===== src/rtl/regbank_mp.sv =====
// regbank_mp: parametrised register bank, two read ports, one write port.
//   Hardwired zero register (ZERO_REG), same-cycle write-to-read bypass,
//   per-port registered read-valid, and a multi-cycle clear sequencer.
//   Optional parity storage enabled by defining REGBANK_PARITY_EN.
// Ports:
//   clk, reset              clock (rising edge), async active-low reset
//   rd0_en/addr/data/valid  read port 0 (1-cycle latency)
//   rd1_en/addr/data/valid  read port 1 (1-cycle latency)
//   wr_en/addr/data         write port
//   clr_req, busy           start clear of all entries / clear in progress
//   wr_perr_inj             (REGBANK_PARITY_EN) invert stored parity on write
//   rd0_perr, rd1_perr      (REGBANK_PARITY_EN) stored parity mismatch
module regbank_mp #(
   parameter int unsigned DATA_W   = 32,
   parameter int unsigned ADDR_W   = 5,
   parameter int unsigned ZERO_REG = 1
) (
   input  logic              clk,
   input  logic              reset,
   input  logic              rd0_en,
   input  logic [ADDR_W-1:0] rd0_addr,
   output logic [DATA_W-1:0] rd0_data,
   output logic              rd0_valid,
   input  logic              rd1_en,
   input  logic [ADDR_W-1:0] rd1_addr,
   output logic [DATA_W-1:0] rd1_data,
   output logic              rd1_valid,
   input  logic              wr_en,
   input  logic [ADDR_W-1:0] wr_addr,
   input  logic [DATA_W-1:0] wr_data,
`ifdef REGBANK_PARITY_EN
   input  logic              wr_perr_inj,
   output logic              rd0_perr,
   output logic              rd1_perr,
`endif
   input  logic              clr_req,
   output logic              busy
);

   localparam int unsigned NUM_REGS = 2**ADDR_W;
   localparam bit          ZERO_EN  = (ZERO_REG != 0);

   typedef enum logic {IDLE = 1'b0, CLEAR = 1'b1} state_t;

   state_t            state_q, state_d;
   logic [ADDR_W-1:0] cnt_q, cnt_d;
   logic [DATA_W-1:0] mem [NUM_REGS];

   logic              mem_we_c;
   logic [ADDR_W-1:0] mem_waddr_c;
   logic [DATA_W-1:0] mem_wdata_c;
   logic              rd0_upd_c, rd1_upd_c;
   logic [DATA_W-1:0] rd0_sel_c, rd1_sel_c;

`ifdef REGBANK_PARITY_EN
   logic              mem_par [NUM_REGS];
   logic              mem_wpar_c;
   logic              rd0_psel_c, rd1_psel_c;
`endif

   // State and clear-counter registers
   always_ff @(posedge clk or negedge reset) begin
      if (!reset) begin
         state_q <= IDLE;
         cnt_q   <= '0;
         busy    <= 1'b0;
      end else begin
         state_q <= state_d;
         cnt_q   <= cnt_d;
         busy    <= (state_d == CLEAR);
      end
   end

   // Next state, memory write port and read-update strobes
   always_comb begin
      state_d     = state_q;
      cnt_d       = cnt_q;
      mem_we_c    = 1'b0;
      mem_waddr_c = wr_addr;
      mem_wdata_c = wr_data;
      rd0_upd_c   = 1'b0;
      rd1_upd_c   = 1'b0;
`ifdef REGBANK_PARITY_EN
      mem_wpar_c  = (^wr_data) ^ wr_perr_inj;
`endif
      case (state_q)
         IDLE: begin
            // Writes to the hardwired zero entry are dropped
            mem_we_c  = wr_en && !(ZERO_EN && (wr_addr == '0));
            rd0_upd_c = rd0_en;
            rd1_upd_c = rd1_en;
            if (clr_req) state_d = CLEAR;
         end
         CLEAR: begin
            mem_we_c    = 1'b1;
            mem_waddr_c = cnt_q;
            mem_wdata_c = '0;
`ifdef REGBANK_PARITY_EN
            mem_wpar_c  = 1'b0;
`endif
            // Counter wraps to 0 naturally after the last entry
            cnt_d = cnt_q + ADDR_W'(1);
            if (cnt_q == ADDR_W'(NUM_REGS - 1)) state_d = IDLE;
         end
         default: state_d = IDLE;
      endcase
   end

   // Storage array; reset clears every entry
   always_ff @(posedge clk or negedge reset) begin
      if (!reset) begin
         for (int unsigned i = 0; i < NUM_REGS; i++) begin
            mem[i] <= '0;
`ifdef REGBANK_PARITY_EN
            mem_par[i] <= 1'b0;
`endif
         end
      end else if (mem_we_c) begin
         mem[mem_waddr_c] <= mem_wdata_c;
`ifdef REGBANK_PARITY_EN
         mem_par[mem_waddr_c] <= mem_wpar_c;
`endif
      end
   end

   // Port 0 data select: zero register, then bypass, then storage
   always_comb begin
      rd0_sel_c = mem[rd0_addr];
`ifdef REGBANK_PARITY_EN
      rd0_psel_c = (^mem[rd0_addr]) ^ mem_par[rd0_addr];
`endif
      if (ZERO_EN && (rd0_addr == '0)) begin
         rd0_sel_c = '0;
`ifdef REGBANK_PARITY_EN
         rd0_psel_c = 1'b0;
`endif
      end else if (wr_en && (wr_addr == rd0_addr)) begin
         rd0_sel_c = wr_data;
`ifdef REGBANK_PARITY_EN
         rd0_psel_c = 1'b0;
`endif
      end
   end

   // Port 1 data select: zero register, then bypass, then storage
   always_comb begin
      rd1_sel_c = mem[rd1_addr];
`ifdef REGBANK_PARITY_EN
      rd1_psel_c = (^mem[rd1_addr]) ^ mem_par[rd1_addr];
`endif
      if (ZERO_EN && (rd1_addr == '0)) begin
         rd1_sel_c = '0;
`ifdef REGBANK_PARITY_EN
         rd1_psel_c = 1'b0;
`endif
      end else if (wr_en && (wr_addr == rd1_addr)) begin
         rd1_sel_c = wr_data;
`ifdef REGBANK_PARITY_EN
         rd1_psel_c = 1'b0;
`endif
      end
   end

   // Read output registers; data holds when no read is accepted
   always_ff @(posedge clk or negedge reset) begin
      if (!reset) begin
         rd0_valid <= 1'b0;
         rd0_data  <= '0;
         rd1_valid <= 1'b0;
         rd1_data  <= '0;
`ifdef REGBANK_PARITY_EN
         rd0_perr  <= 1'b0;
         rd1_perr  <= 1'b0;
`endif
      end else begin
         rd0_valid <= rd0_upd_c;
         rd1_valid <= rd1_upd_c;
         if (rd0_upd_c) begin
            rd0_data <= rd0_sel_c;
`ifdef REGBANK_PARITY_EN
            rd0_perr <= rd0_psel_c;
`endif
         end
         if (rd1_upd_c) begin
            rd1_data <= rd1_sel_c;
`ifdef REGBANK_PARITY_EN
            rd1_perr <= rd1_psel_c;
`endif
         end
      end
   end

endmodule


===== config.mk =====
export PLATFORM = sky130hd
export DESIGN_NAME = regbank_mp
export DESIGN_NICKNAME = d
export VERILOG_FILES = /design/src/rtl/regbank_mp.sv
export SDC_FILE = /design/constraint.sdc
export NUM_CORES = 2
export LEC_CHECK = 0
export ABC_CLOCK_PERIOD_IN_PS = 2500
export CELL_PAD_IN_SITES_DETAIL_PLACEMENT = 1
export CELL_PAD_IN_SITES_GLOBAL_PLACEMENT = 2
export CORE_MARGIN = 2
export CORE_UTILIZATION = 44
export CTS_BUF_LIST = sky130_fd_sc_hd__clkbuf_4
export DETAILED_ROUTE_END_ITERATION = 16
export HOLD_SLACK_MARGIN = 0.15
export PLACE_DENSITY_LB_ADDON = 0.1
export SLEW_MARGIN = 20
export SYNTH_ARGS = -nofsm -noshare
export SYNTH_HDL_FRONTEND = slang
export SYNTH_SLANG_ARGS = --single-unit

===== constraint.sdc =====
create_clock -name clk -period 2.5 [get_ports clk]
set_input_delay 0.75 -clock clk [delete_from_list [all_inputs] [get_ports clk]]
set_output_delay 0.75 -clock clk [all_outputs]
set_load 0.02 [all_outputs]

== After elaboration in Yosys (flattened, before gate mapping) ==
Index checks and enable logic that the tools add are counted.

* Add/subtract/negate cells: 1
* Order comparisons: 4
* Eq/ne operators: 3
* Mux-type cells: 21
* Bitwise gates (word level): 4
* Reductions and logical operators: 8

{| class="wikitable"
|+ Operators with widths
! operator !! number
|-
| $bwmux W1024 || 1
|-
| $bmux W32 S5 || 2
|-
| $mux W32 || 10
|-
| $demux W32 S5 || 1
|-
| $ge A6 B6 Y1 const B || 3
|-
| $not A5 Y6 || 3
|-
| $logic_not A5 Y1 || 3
|-
| $eq A5 B5 Y1 || 2
|-
| $lt A6 B1 Y1 const B || 1
|-
| $add A5 B1 Y5 const B || 1
|-
| $eq A5 B5 Y1 const B || 1
|-
| $mux W5 || 1
|-
| $logic_and A1 B1 Y1 || 4
|-
| $mux W1 || 4
|-
| $pmux W1 S2 || 2
|-
| $logic_not A1 Y1 || 1
|-
| $not A1 Y1 || 1
|}

* Bits in registers: 1096
* Input port bits: 53
* Output and inout bits: 67
* Logic and storage cells: 79

== Longest topological paths before layout ==
* Depth after elaboration: 7
* Gate-level depth with buffers: 9
* Depth with buffers taken out: 5

== Worst setup path before layout ==
No wires, ideal clock.

* Path kind: input port to flip-flop
* Start point: in rd1_addr[0]
* End point: reg rd1_data[10]
* Setup time: 131 ps
* Arrival: 2586 ps
* Setup slack: -217 ps
* Stages: 6
* Path buffers: 2
* Path through: buf_2 buf_1 mux4_2 a22oi_1 a21oi_1 or3_1

* Longest elaborated chain between the ends: 6
* Elaborated cells between the ends (all ways): 9
* Classes of those cells: eq/ne (1); mux (5); bitwise (1); reduce/logical (2)

{| class="wikitable"
|+ Ends and longest elaborated chain
! element !! RTL line !! RTL
|-
| start, declared || 25 || <nowiki>input logic [ADDR_W-1:0] rd1_addr,</nowiki>
|-
| $not A5 Y6 (not written as such) || 147 || <nowiki>rd1_sel_c = mem[rd1_addr];</nowiki>
|-
| $bmux W32 S5 || 147 ||
|-
| $mux W32 (not written as such) (2 in a row) || 147 ||
|-
| $mux W32 || 156 || <nowiki>end else if (wr_en && (wr_addr == rd1_addr)) begin</nowiki>
|-
| $mux W32 * || 151 || <nowiki>if (ZERO_EN && (rd1_addr == '0)) begin</nowiki>
|-
| end signal, assigned || 185 || <nowiki>rd1_data <= rd1_sel_c;</nowiki>
|-
| end, declared || 26 || <nowiki>output logic [DATA_W-1:0] rd1_data,</nowiki>
|}

Mark *: on every way between the ends. The rest lies on a longest branch, timed or not. The select of a mux whose other input is x is not followed.
A chain may end at the register's enable or synchronous reset.

==> flow_summary.toml <==
[global_routing]
grt_util_all_layers_pct = 33.1
grtUsageMet2_pct = 51.4
grt.overflow.total = 0
grt_util_met3_pct = 5.57
grt_pass1_vias = 48200
antenna_found_initial = 5
grt_pass1_wl_um = 320000
grt_max_degree = 112
grt-busiest-layer = "met2"
grtUsageMet1_pct = 46.9

[place]
port_buffers = 119
placed_area_sq_um = 62900
dpl.cell_count = 6807
dpl.hpwl_um = 143000
gp_congestion = 0.844
place_ws_ps = -751

[clocking]
clkSinkCount = 1096
clk_pin_slew_worst_paths_ps = 70
cts_max_level = 5
cts-root-buf = "clkbuf_4"
cts_buffers = 326
cts.path.max_buffers = 4
clk-insertion-delay-late_ps = 1290
cts_tree = "yes"

[sta]
relSlewSlack_pct = 15.7
period_minus_slack_ps = 2690
clock.fmax_mhz = 372
final.setup.tns_ps = -5310
tightest_slew_ps = 1260
finalWorstSetupSlack_ps = -191
finalHoldViolCount = 0
min_period_over_period_pct = 108
whs_ps = 257
rsz0062_at_grt = "true"
finalClockSkew_ps = 75.2
finalSetupViolCount = 64
finalMaxSlewViolations = 0

[detailed_routing]
routed_wl_um = 213000
routed_via_density = 6.20
drtPass1Iterations = 5
drc = 0
avgRoutedWirePerCell_um = 28.8
vias = 45700
drtIter0Drc = 3638
ant_nets = 0

[floorplanning]
std_cell_rows = 130
ios = 120
dieArea_sq_um = 130000
die_height_um = 361
core_area_sq_um = 126000
die_w_um = 361
start_util_pct = 44.4

[critical_path]
worstPathRequired_ps = 1750
worst-path-max-fanout = 2
cp.arrival_ps = 1940
worstSetupPathType = "reg2out"
crit_path_start_kind = "flip-flop"
endpoint_kind = "primary output"

[run]
cap_violations = 0

[yosys]
synth_top_area_share_pct = 49.0
synth_nets = 5112
yosys.area.top_type = "dfrtp_1"
post-synth-top-count-cell = "dfrtp_1"
synth-seq-cells = 1096
synth_area_leaders = "dfrtp_1 (49%), mux4_2 (15%), nand2_1 (6.7%), o21ai_0 (5.6%), mux2i_1 (4.6%)"
ys_types = 42
avgSynthCellArea_sq_um = 11.1
syn_area_sq_um = 55900
synth_edf_count = 0
seq_area_frac_synth_pct = 49.0
synthArstFlopShare_pct = 100
synth_ff_type = "dfrtp_1"
synth_cells = 5057
synth_common_cells = "dfrtp_1 (1096), nand2_1 (996), o21ai_0 (627), o21ai_1 (432), mux4_2 (384)"
yosys_warnings = 0

[power]
power_mw = 61.5
p_leak_nw = 28.7
vdd_drop_max_v = 0.000698
power.density_nw_per_um2 = 917

[min_path]
hp-class = "in2reg"

[outcome]
outcome = "finished, violations left"
violations = "negative setup slack"

[cells_and_area]
final_cells = 7378
post_route_cells_drive_above_1_share_pct = 26.7
areaGrowthSynthToFinish_pct = 19.8
utilization_pct = 53.2
design_area_sq_um = 67000
final_nets = 5560
## state kept, by name (all words and copies together) (netlist names)
signal     cells
rd0_data      32
mem         1024
cnt_q          5
rd1_valid      1
rd1_data      32
state_q        1
rd0_valid      1
## layout by cell type, fill, tap and decap left out, types with 10 or more instances in the layout
| cell | Yosys | layout |
|---|---|---|
| buf_4 | 55 | 335 |
| clkbuf_4 | 0 | 465 |
| nand2_1 | 996 | 996 |
| a21oi_1 | 128 | 127 |
| clkinv_1 | 0 | 64 |
| mux4_2 | 384 | 384 |
| o21ai_0 | 627 | 627 |
| nor2b_1 | 37 | 33 |
| diode_2 | 0 | 10 |
| or3_1 | 64 | 64 |
| nand4_4 | 18 | 30 |
| buf_6 | 37 | 68 |
| nand2b_1 | 36 | 34 |
| o21ai_1 | 432 | 430 |
| a22oi_1 | 192 | 192 |
| clkdlybuf4s50_1 | 0 | 43 |
| mux2i_1 | 257 | 257 |
| xnor2_1 | 12 | 12 |
| a22o_1 | 65 | 65 |
| buf_12 | 0 | 181 |
| a221oi_1 | 128 | 128 |
| dfrtp_1 | 1096 | 1088 |
## worst paths after layout
kind | startpoint | endpoint | slack [ps] | cells past startpoint
max | state_q$_DFF_PN0_ | busy | -190 | 2
min | wr_data[13] | rd0_data[13]$_DFFE_PN0P_ | 260 | 3
max reg2reg | state_q$_DFF_PN0_ | rd0_data[12]$_DFFE_PN0P_ | 80 | 7
min reg2reg | mem[844]$_DFFE_PN0P_ | mem[844]$_DFFE_PN0P_ | 500 | 2
max in group asynchronous | reset | mem[628]$_DFFE_PN0P_ | 1020 | 4
min in group asynchronous | reset | mem[952]$_DFFE_PN0P_ | 450 | 3
## metal layers
metal  vias to the layer above  routed length, um
li1                      19800                  -
met4                         2               6990
met5                         -                 12
met3                       453              13700
met1                     23800              93600
met2                      1691              98500
## report_power, final
part	internal, mW	switching, mW	total, mW
registers	22.3	3.76	26.0
clock network	8.58	8.13	16.7
logic	8.15	10.6	18.7
total	39.0	22.4	61.5
## layout make-up
cell class                      count  area [sq um]
Antenna cell                       10          25.0
Clock buffer                      465          3490
Clock inverter                     76           318
Fill cell                       13400         58900
Inverter                           11          41.3
Multi-Input combinational cell   3427         26100
Sequential cell                  1096         27400
Tap cell                         1650          2060
Timing Repair Buffer              643          7520
## kinds of logic after synthesis
logic type                 Yosys count  synth area share (%)
DFF                               1096                  49.0
muxes                              646                  20.2
xor gates and xnor gates            13                 0.204
adders and majority gates            2                0.0447
AOI/OAI and AO/OA                 1581                  16.5
buffers and inverters              534                  4.67
and+or+nand+nor                   1185                  9.40
## critical path: stages (launching register included)
cell,delay (ps)
dfrtp_2,450
buf_8,140
buf_6,120
## what timing repair did
item	4_1_cts	5_1_grt
setup buffers	8	7
cloned	0	0
endpoints found under the hold margin	1099	0
hold buffers	6	0
endpoints found under the setup margin	67	131
gates resized for setup	422	4
Note: power is estimated with default switching activity, not from simulation.
